### config.mk
export PLATFORM = sky130hd
export DESIGN_NAME = pc_sequencer
export DESIGN_NICKNAME = d
export VERILOG_FILES = /design/src/rtl/pc_sequencer.sv
export SDC_FILE = /design/constraint.sdc
export NUM_CORES = 1
export LEC_CHECK = 0
export ABC_AREA = 1
export BUFFER_PORTS_ARGS = -buffer_cell sky130_fd_sc_hd__buf_2
export CORE_MARGIN = 3
export CORE_UTILIZATION = 35
export CTS_CLUSTER_SIZE = 25
export DETAILED_ROUTE_END_ITERATION = 10
export PLACE_DENSITY = 0.57
export SLEW_MARGIN = 20
export SYNTH_ARGS = -nofsm -noshare
export SYNTH_HDL_FRONTEND = slang
export SYNTH_SLANG_ARGS = --single-unit
### constraint.sdc
create_clock -name clk_i -period 3.15 [get_ports clk_i]
set_input_delay 0.1575 -clock clk_i [delete_from_list [all_inputs] [get_ports clk_i]]
set_output_delay 0.1575 -clock clk_i [all_outputs]
set_load 0.05 [all_outputs]
### src/rtl/pc_sequencer.sv
// pc_sequencer: fetch-stage PC register with next-PC selection, stall, and an advisory return-address stack.
module pc_sequencer #(
  parameter int AW = 32,
  parameter logic [AW-1:0] RESET_PC = AW'('h0000_3000),
  parameter logic [AW-1:0] EXC_PC = AW'('h0000_4180),
  parameter int RAS_DEPTH = 4,
  localparam int PW = $clog2(RAS_DEPTH),
  localparam int CW = PW + 1
) (
  input  logic          clk_i,
  input  logic          reset_i,
  input  logic          stall_i,
  input  logic          br_en_i,
  input  logic [2:0]    br_op_i,
  input  logic [AW-1:0] rs_val_i,
  input  logic [AW-1:0] rt_val_i,
  input  logic [15:0]   imm16_i,
  input  logic          j_en_i,
  input  logic          link_i,
  input  logic [25:0]   imm26_i,
  input  logic          jr_en_i,
  input  logic          jr_ra_i,
  input  logic          exc_i,
  input  logic          eret_i,
  input  logic [AW-1:0] epc_i,
  output logic [AW-1:0] pc_o,
  output logic [AW-1:0] pc_plus4_o,
  output logic [AW-1:0] npc_o,
  output logic          taken_o,
  output logic [AW-1:0] ras_top_o,
  output logic [CW-1:0] ras_cnt_o
);
  logic [AW-1:0] pc_q, pc_d;
  logic [AW-1:0] ras_q [RAS_DEPTH];
  logic [PW-1:0] ptr_q;
  logic [CW-1:0] cnt_q;
  logic          rs_neg, rs_zero, cond, br_take, push, pop, upd;
  logic [AW-1:0] br_tgt, j_tgt;

  assign pc_plus4_o = pc_q + AW'(4);
  assign rs_neg  = rs_val_i[AW-1];
  assign rs_zero = rs_val_i == '0;
  assign br_tgt  = pc_plus4_o + {{(AW-18){imm16_i[15]}}, imm16_i, 2'b00};
  assign j_tgt   = {pc_q[AW-1:28], imm26_i, 2'b00};

  always_comb begin
    cond = br_op_i == 3'd0 ? rs_val_i == rt_val_i :
           br_op_i == 3'd1 ? rs_val_i != rt_val_i :
           br_op_i == 3'd2 ? rs_neg | rs_zero :
           br_op_i == 3'd3 ? !rs_neg & !rs_zero :
           br_op_i == 3'd4 ? rs_neg :
           br_op_i == 3'd5 ? !rs_neg : 1'b0;
    br_take = br_en_i & cond;
    pc_d = exc_i   ? EXC_PC :
           eret_i  ? epc_i :
           jr_en_i ? rs_val_i :
           j_en_i  ? j_tgt :
           br_take ? br_tgt : pc_plus4_o;
    taken_o = exc_i | eret_i | jr_en_i | j_en_i | br_take;
  end

  // RAS moves only when the jump actually owns npc and the PC advances
  assign upd  = !stall_i | exc_i;
  assign push = !stall_i & !exc_i & !eret_i & !jr_en_i & j_en_i & link_i;
  assign pop  = !stall_i & !exc_i & !eret_i & jr_en_i & jr_ra_i & (cnt_q != '0);

  always_ff @(posedge clk_i) begin
    if (reset_i) begin
      pc_q  <= RESET_PC;
      ptr_q <= '0;
      cnt_q <= '0;
      for (int i = 0; i < RAS_DEPTH; i++) ras_q[i] <= '0;
    end else begin
      if (upd) pc_q <= pc_d;
      if (push) begin
        ras_q[ptr_q] <= pc_plus4_o;
        ptr_q <= ptr_q + 1'b1;
        cnt_q <= cnt_q == CW'(RAS_DEPTH) ? cnt_q : cnt_q + 1'b1;
      end else if (pop) begin
        ptr_q <= ptr_q - 1'b1;
        cnt_q <= cnt_q - 1'b1;
      end
    end
  end

  assign pc_o      = pc_q;
  assign npc_o     = pc_d;
  assign ras_cnt_o = cnt_q;
  assign ras_top_o = cnt_q == '0 ? '0 : ras_q[ptr_q - 1'b1];
endmodule

Yosys cells after proc, flatten, opt, wreduce, memory -nomap -nowiden
Memories as Yosys holds them, arrays and structs flattened.
Cells that the tools add are included.
Storage, ports and cells
  output and inout bits: 132
  bits in writable memories: 128
  register bits after elaboration: 37
  input bits: 151
  memories: 1
Memories
  ras_q: depth 4, width 32, rd ports 1, clocked after Yosys merged registers in 0, wr ports 4, line 34  | logic [AW-1:0] ras_q [RAS_DEPTH];
Cells by class
  bitwise gates (word level): 16
  muxes and demuxes: 25
  reduce and logical (&&, ||, !) cells: 13
  $add $sub $neg: 6
  equality and inequality tests: 9
Operator list (count)
  $mux W32: 7
  $add A32 B3 Y32 const B: 1
  $add A32 B32 Y32: 1
  $eq A32 B32 Y1: 1
  $logic_not A32 Y1: 1
  $ne A32 B32 Y1: 1
  $reduce_or A32 Y1: 1
  $mux W1: 12
  $and A1 B1 Y1: 10
  $eq A3 B3 Y1 const B: 3
  $mux W3: 3
  $eq A3 B2 Y1 const B: 2
  $logic_not A1 Y1: 6
  $logic_not A3 Y1: 2
  $mux W2: 3
  $or A1 B1 Y1: 6
  $add A3 B1 Y3 const B: 1
  $eq A3 B1 Y1 const B: 1
  $reduce_bool A3 Y1: 1
  $sub A3 B1 Y3 const B: 1
  $add A2 B1 Y2 const B: 1
  $ne A2 B2 Y1 const B: 1
  $reduce_and A2 Y1: 1
  $reduce_bool A2 Y1: 1
  $sub A2 B1 Y2 const B: 1

Depth between registers and ports, before layout
Gate-level depths: netlist of run 1.
  depth in word-level cells: 13
  depth in mapped cells: 28

Worst setup path before layout of run 1
Ideal clock, no wire load.
  path type: register -> output
  start: register pc_q[2], in the netlist pc_o[2]
  end: output npc_o[21]
  path buffers: 0
  required time: 2992 ps
  path slack: -1976 ps
  cell stages (with the launch flop): 20
  arrival: 4968 ps
  cells stage by stage: dfxtp_1 -> ha_1 -> inv_1 -> nor3_4 -> nand2_2 -> nor2_4 -> nand3_4 -> xnor2_1 -> ha_1 -> nand2_1 -> inv_1 -> nand2_1 -> inv_1 -> a21oi_1 -> nand4_1 -> nand2_1 -> nand3_1 -> nand3_1 -> nand2_1 -> a21boi_0
On the way
  longest elaborated chain between the ends: 7
RTL lines
  start: declaration: line 33  | logic [AW-1:0] pc_q, pc_d;
  start signal: assignment: line 74  | if (upd) pc_q <= pc_d;
  $add A32 B3 Y32: line 40  | assign pc_plus4_o = pc_q + AW'(4);
  via pc_plus4_o[20]: line 27  | output logic [AW-1:0] pc_plus4_o,
  $add A32 B32 Y32: line 43  | assign br_tgt = pc_plus4_o + {{(AW-18){imm16_i[15]}}, imm16_i, 2'b00};
  $mux W32: line 58  | br_take ? br_tgt : pc_plus4_o;
  $mux W32: line 57  | j_en_i ? j_tgt :
  $mux W32: line 56  | jr_en_i ? rs_val_i :
  $mux W32: line 55  | eret_i ? epc_i :
  $mux W32: line 54  | pc_d = exc_i ? EXC_PC :
  end: declaration: line 28  | output logic [AW-1:0] npc_o,
The timed path passes the listed nets, and every way through them passes these cells.

Worst setup path in the final report of run 1
  start: register pc_q[3], in the netlist pc_o[3]
  end: output npc_o[28]
On the way
  longest elaborated chain between the ends: 7
RTL lines (line)
  $add A32 B3 Y32 *: 40
  $add A32 B32 Y32: 43
  $mux W32 *: 58
  $mux W32 *: 57
  $mux W32 *: 56
  $mux W32 *: 55
  $mux W32 *: 54
Every way passes the cells marked *; elsewhere a longest branch is shown, timed or not.

==> impl_metrics.ini, run 1 <==
[clock_network]
htree_levels = 4
numCtsBuffers = 17
cts_tree = done
clk_pin_slew_worst_paths_ps = 60
max-clock-path-buffers = 2
worstSkewPairLatency_ps = 430
root_buffer = clkbuf_16
cts_num_sinks = 165

[min_path]
worstHoldPathType = input pin to flop

[timing]
hold_viol = 0
worst_pin_slew_ps = 808
timing.final.crit_share_pct = 126
setup_ws_ps = -816
max_freq_mhz = 252
min_period_ps = 3970
finalMaxSlewViolations = 0
relSlewSlack_pct = 46.0
finalSetupTns_ps = -21250
setup_violations = 47
fin_skew_ps = 8.74
rsz0062_at_grt = true

[pwr]
seqPwrFrac_pct = 35.5
irDropWorstVdd_v = 0.000374
p_leak_nw = 8.60
power.internal_mw = 4.60
sw_frac_of_total_pct = 33.8
clockPowerShare_pct = 30.7
power_mw = 6.94
cellPowerDensity_nw_per_um2 = 368
p_sw_mw = 2.34
combPwrFrac_pct = 33.8

[layout]
multi_input_area_um2 = 7860
seq_area_um2 = 4630
fill_cells = 3106
final_nets = 2412
syn2layout_area_growth_pct = 60.4
final_layout_size_suffix_gt1_share_pct = 44.3
diodes = 0

[synthesis]
ys_ff_latch = 165
yosys.area.top_type = edfxtp_1
syn_area_per_cell_um2 = 7.11
synth_area_leaders = edfxtp_1, nand2_1, nor2_1
synth_top_area_share_pct = 32.7
ys_warn_count = 0
ys.flop_type = edfxtp_1
yosys.cell_count.top_type = nand2_1
synthTopCellsByCount = nand2_1, nor2_1, inv_1, edfxtp_1, nand3_1
netlist_instances = 1653
async_flop_share_pct = 0
synth_enable_flop_cells = 128
synth_nets = 1840
synth_cell_types = 43
syn-cell-area_um2 = 11800
seq_area_frac_synth_pct = 39.0

[routing]
drt-met1-wl_um = 21600
drc_errors = 0
drtPass1Iterations = 5
route.met2.wl_um = 26600
drtAntennaViolNets = 0
route.top_layer_used = met5
routed_wirelength_um = 54100
wire_per_inst_um = 20.2
vias = 13900
drtIter0Drc = 1081
via_per_inst = 5.18
dr_wl_met3_um = 3400

[place]
dp_slack_ps = -587
place_congestion = 0.961
portBuffers = 282
hpwlAfterDp_um = 42000

[die]
rows = 66
die_width_um = 189
die_y_um = 189
fp.dieArea_um2 = 35800
pin_count = 283
initial_utilization_pct = 35.9
core_um2 = 32800

[outcome]
violations = setup timing
status = finished, violations left

[global_routing]
grt_max_degree = 40
grt_pass1_vias = 13500
antenna_found_initial = 3
track_usage_pct = 29.1
grt_pass1_wl_um = 79600
overflow = 0

[setup_path]
worstSetupPathType = flop to output pin
crit_path_end_kind = output pin
cp_max_fo = 5
crit_required_ps = 2990
crit_path_start_kind = flop
worst_ep_arrival_time_ps = 3810

[flow_run]
max-cap-violations = 0
[worst max-delay path, cell delays in order (launching register included)]
cell	delay [ps]
dfxtp_4	360
ha_4	140
inv_4	40
nor3_4	150
nand2_2	120
nor2_4	150
nand3_4	110
buf_4	160
nor2_4	100
buf_6	110
xor2_4	190
ha_4	260
buf_4	160
nand2_8	80
o21ai_2	90
a21oi_2	140
o21ai_1	70
nor2_1	140
nand2_1	70
nand2_1	50
nand2_1	40
nand2_1	70
nand3_2	110
nand2_2	100
nand2_2	70
nor2_4	120
buf_8	160
[registers in the layout (all words and copies together), names as in the netlist]
register   count
ras_q        128
ras_cnt_o      3
pc_o          32
ptr_q          2
[kinds of logic after synthesis]
family                   Yosys count  synth area share, %
AND/OR/NAND/NOR                  889                 31.4
buffers and inverters            268                 8.83
AO/OA/AOI/OAI                    234                 12.2
flip-flops                       165                 39.0
XOR/XNOR                          61                 4.61
adder cells (fa/ha/maj)           36                 3.96
[through the flow]
stage	std cells	area (um2)	utilization [%]	hold WS (ps)
final	2680	18900	57.5	126
after global routing	2680	18900	57.5	132
after CTS	2656	18000	54.8	116
after detailed placement	2599	16100	49.3	512
after global placement	2599	16100	49.3	496
after floorplan	1653	12200	-	227
[metal layers]
layer,up-vias,track usage [%]
li1,6586,-
met1,6582,36.1
met2,590,50.6
met3,121,4.70
met4,6,11.8
met5,-,0
[power by group through the flow]
stage,logic [mW],registers [mW],clock network [mW]
after floorplan,0.960,2.59,0
after global placement,1.92,2.51,0
after detailed placement,1.92,2.51,0
after CTS,2.14,2.46,2.14
after global routing,2.49,2.47,2.23
final,2.35,2.46,2.13
[final cells by class]
class	instances	share of cell area [%]
Multi-Input combinational cell	1220	41.7
Timing Repair Buffer	618	23.4
Sequential cell	165	24.6
Clock inverter	15	0.942
Tap cell	442	2.93
Inverter	203	4.23
Clock buffer	17	2.26
[what timing repair did]
item / in CTS / in global routing
hold buffers: 0 / 0
setup endpoints to repair: 49 / 51
setup buffers: 25 / 28
pin swaps: 64 / 116
gates resized for setup: 256 / 176
[path summary, 6_finish.rpt]
check | start | endpoint | slack [ps] | depth (start not counted)
max | pc_o[3] | npc_o[28] | -820 | 26
min | epc_i[8] | pc_o[8] | 130 | 5
max reg2reg | pc_o[3] | pc_o[14] | -500 | 26
min reg2reg | ras_cnt_o[2] | ras_cnt_o[2] | 520 | 2
[cells in the final DEF, fill, tap and decap left out, types with 9 or more instances in the layout]
cell type / count
a22oi_1: 34
clkbuf_16: 17
nand3_1: 66
ha_1: 11
buf_2: 255
nand2_4: 24
inv_1: 165
a21boi_4: 9
xnor2_1: 25
a21oi_2: 26
dfxtp_2: 11
inv_2: 26
nand2_2: 67
dfxtp_1: 17
nand2_1: 368
nand3_2: 19
a31oi_1: 31
edfxtp_1: 128
nand4_1: 29
xor2_2: 12
ha_4: 22
buf_4: 286
buf_12: 9
buf_6: 57
o21ai_0: 23
nor3_1: 30
o21ai_1: 10
o22ai_1: 20
nor2_4: 33
dfxtp_4: 9
buf_8: 11
nor2_1: 204
xor2_1: 17
nand3_4: 10
nor2_2: 14
a21oi_1: 44
No activity file was read; power rests on OpenSTA's default activity.
==> run 2, diff against run 1 <==
--- a/config.mk
+++ b/config.mk
@@ -11,6 +11,7 @@
 export CORE_UTILIZATION = 35
 export CTS_CLUSTER_SIZE = 25
 export DETAILED_ROUTE_END_ITERATION = 10
+export MAX_ROUTING_LAYER = met4
 export PLACE_DENSITY = 0.57
 export SLEW_MARGIN = 20
 export SYNTH_ARGS = -nofsm -noshare
==> impl_metrics.ini, run 2 (synthesis gave the netlist of run 1 again) <==
[layout]
largest_reg_flops = 128
syn2layout_area_growth_pct = 60.0
final_cell_count_no_fill = 2695
top_register = ras_q
multi_input_area_um2 = 7830
final_nets = 2423
layout_common_cells = nand2_1, buf_4, buf_2
design_area_um2 = 18800
final_layout_size_suffix_gt1_share_pct = 45.0
fill_cells = 3118
final_core_util_pct = 57.4
mostFrequentLayoutCell = nand2_1
seq_area_um2 = 4630

[pwr]
cellPowerDensity_nw_per_um2 = 356
p_leak_nw = 8.58
power.internal_mw = 4.35
seqPwrFrac_pct = 36.7
irDropWorstVdd_v = 0.000390
clockPowerShare_pct = 28.9
combPwrFrac_pct = 34.3
sw_frac_of_total_pct = 35.2
p_sw_mw = 2.36
power_mw = 6.71

[routing]
drc_errors = 0
routed_wirelength_um = 54200
drtAntennaViolNets = 0
drtPass1Iterations = 5
vias = 13800
wire_per_inst_um = 20.1
via_per_inst = 5.13
drtIter0Drc = 1059

[place]
place_area_um2 = 16200
dpl.cell_count = 2605
portBuffers = 282
dp_slack_ps = -699
place_congestion = 1.01
hpwlAfterDp_um = 42400

[flow_run]
max-cap-violations = 0

[clock_network]
max-clock-path-buffers = 2
cts_num_sinks = 165
clk_pin_slew_worst_paths_ps = 70
worstSkewPairLatency_ps = 430
cts_tree = done
numCtsBuffers = 17
ctsHoldBuffers = 0
root_buffer = clkbuf_16
htree_levels = 4

[global_routing]
grt_pass1_wl_um = 79600
use_met1_pct = 36.0
grt_pass1_vias = 13600
grt_max_degree = 45
overflow = 0
grtUsageMet2_pct = 49.6
grt_util_met3_pct = 5.20
antenna_found_initial = 4
track_usage_pct = 30.1
gr-max-usage-layer = met2

[timing]
worst_pin_slew_ps = 887
fin_skew_ps = 9.35
hold_viol = 0
fin_hold_ws_ps = 127
finalSetupTns_ps = -22150
finalMaxSlewViolations = 0
timing.final.crit_share_pct = 127
relSlewSlack_pct = 40.8
rsz0062_at_grt = true
setup_violations = 47
min_period_ps = 4010
setup_ws_ps = -863
max_freq_mhz = 249

[min_path]
worstHoldPathType = input pin to flop

[die]
pin_count = 283
rows = 66
die_y_um = 189
core_um2 = 32800
initial_utilization_pct = 35.9
fp.dieArea_um2 = 35800
die_width_um = 189

[setup_path]
timing.rr.start = pc_o[5]
cp_max_fo = 4
rrSetupSlack_ps = -450
worst_ep_arrival_time_ps = 3860
crit_start = pc_o[5]
crit_path_start_kind = flop
crit_path_end_kind = output pin
reg2reg_to = pc_o[31]
worstSetupPathType = flop to output pin
rr_worst_depth = 29
critPathCapture = npc_o[27]
crit_required_ps = 2990

[outcome]
violations = setup timing
status = finished, violations left
## run 2: cell type report
type | count | area share [%]
diodes | 4 | 0.0532
clock buffers | 17 | 2.26
clock inverters | 15 | 0.652
inverters | 203 | 4.22
multi-input cells | 1220 | 41.6
flip-flops and latches | 165 | 24.6
well taps | 442 | 2.94
repair buffers | 629 | 23.6
## run 2: metal layers
layer  part of all wire, %  vias up  routed length [um]
li1                      -     6606                   -
met1                    40     6495               21500
met2                    48      584               26200
met3                   6.9      136                3730
met4                   5.1        0                2770
met5                     0        -                   0
## run 2: worst min-delay path by stage
stage | start | end | slack (ps) | cells after the start
global placement | ras_cnt_o[2] | ras_cnt_o[2] | 500 | 2
finish | epc_i[14] | pc_o[14] | 130 | 5
detailed placement | ras_cnt_o[2] | ras_cnt_o[2] | 510 | 2
global route | epc_i[8] | pc_o[8] | 130 | 5
CTS | epc_i[14] | pc_o[14] | 110 | 5
floorplan | reset_i | pc_o[1] | 230 | 1
## run 2: what timing repair did
item,4_1_cts,5_1_grt
resized for setup,269,139
setup buffers,33,24
pin swaps,86,84
endpoints found under the setup margin,49,49
## run 2: worst max-delay path: stages, from the launching register on
cell and delay, ps:
dfxtp_4 370, inv_4 40, buf_12 110, nor3_4 200, nand2_2 130, nor2_4 160
nand3_4 90, nor2_4 130, nand2_4 80, xor2_4 180, clkinvlp_4 150, ha_4 310
nand2_4 50, buf_6 120, nor2_4 150, buf_6 130, buf_4 110, nand3_4 70
nand4_1 90, nand2_1 50, nand2_1 70, nand3_2 130, nand2_2 140, nand2_2 80
nor2_4 100, buf_6 160
## run 2: power groups by stage
stage               Sequential, mW  Clock, mW  Combinational (mW)
finish                        2.46       1.94                2.30
global route                  2.47       2.05                2.44
CTS                           2.46       1.95                2.15
detailed placement            2.51          0                1.91
global placement              2.51          0                1.91
floorplan                     2.59          0               0.960
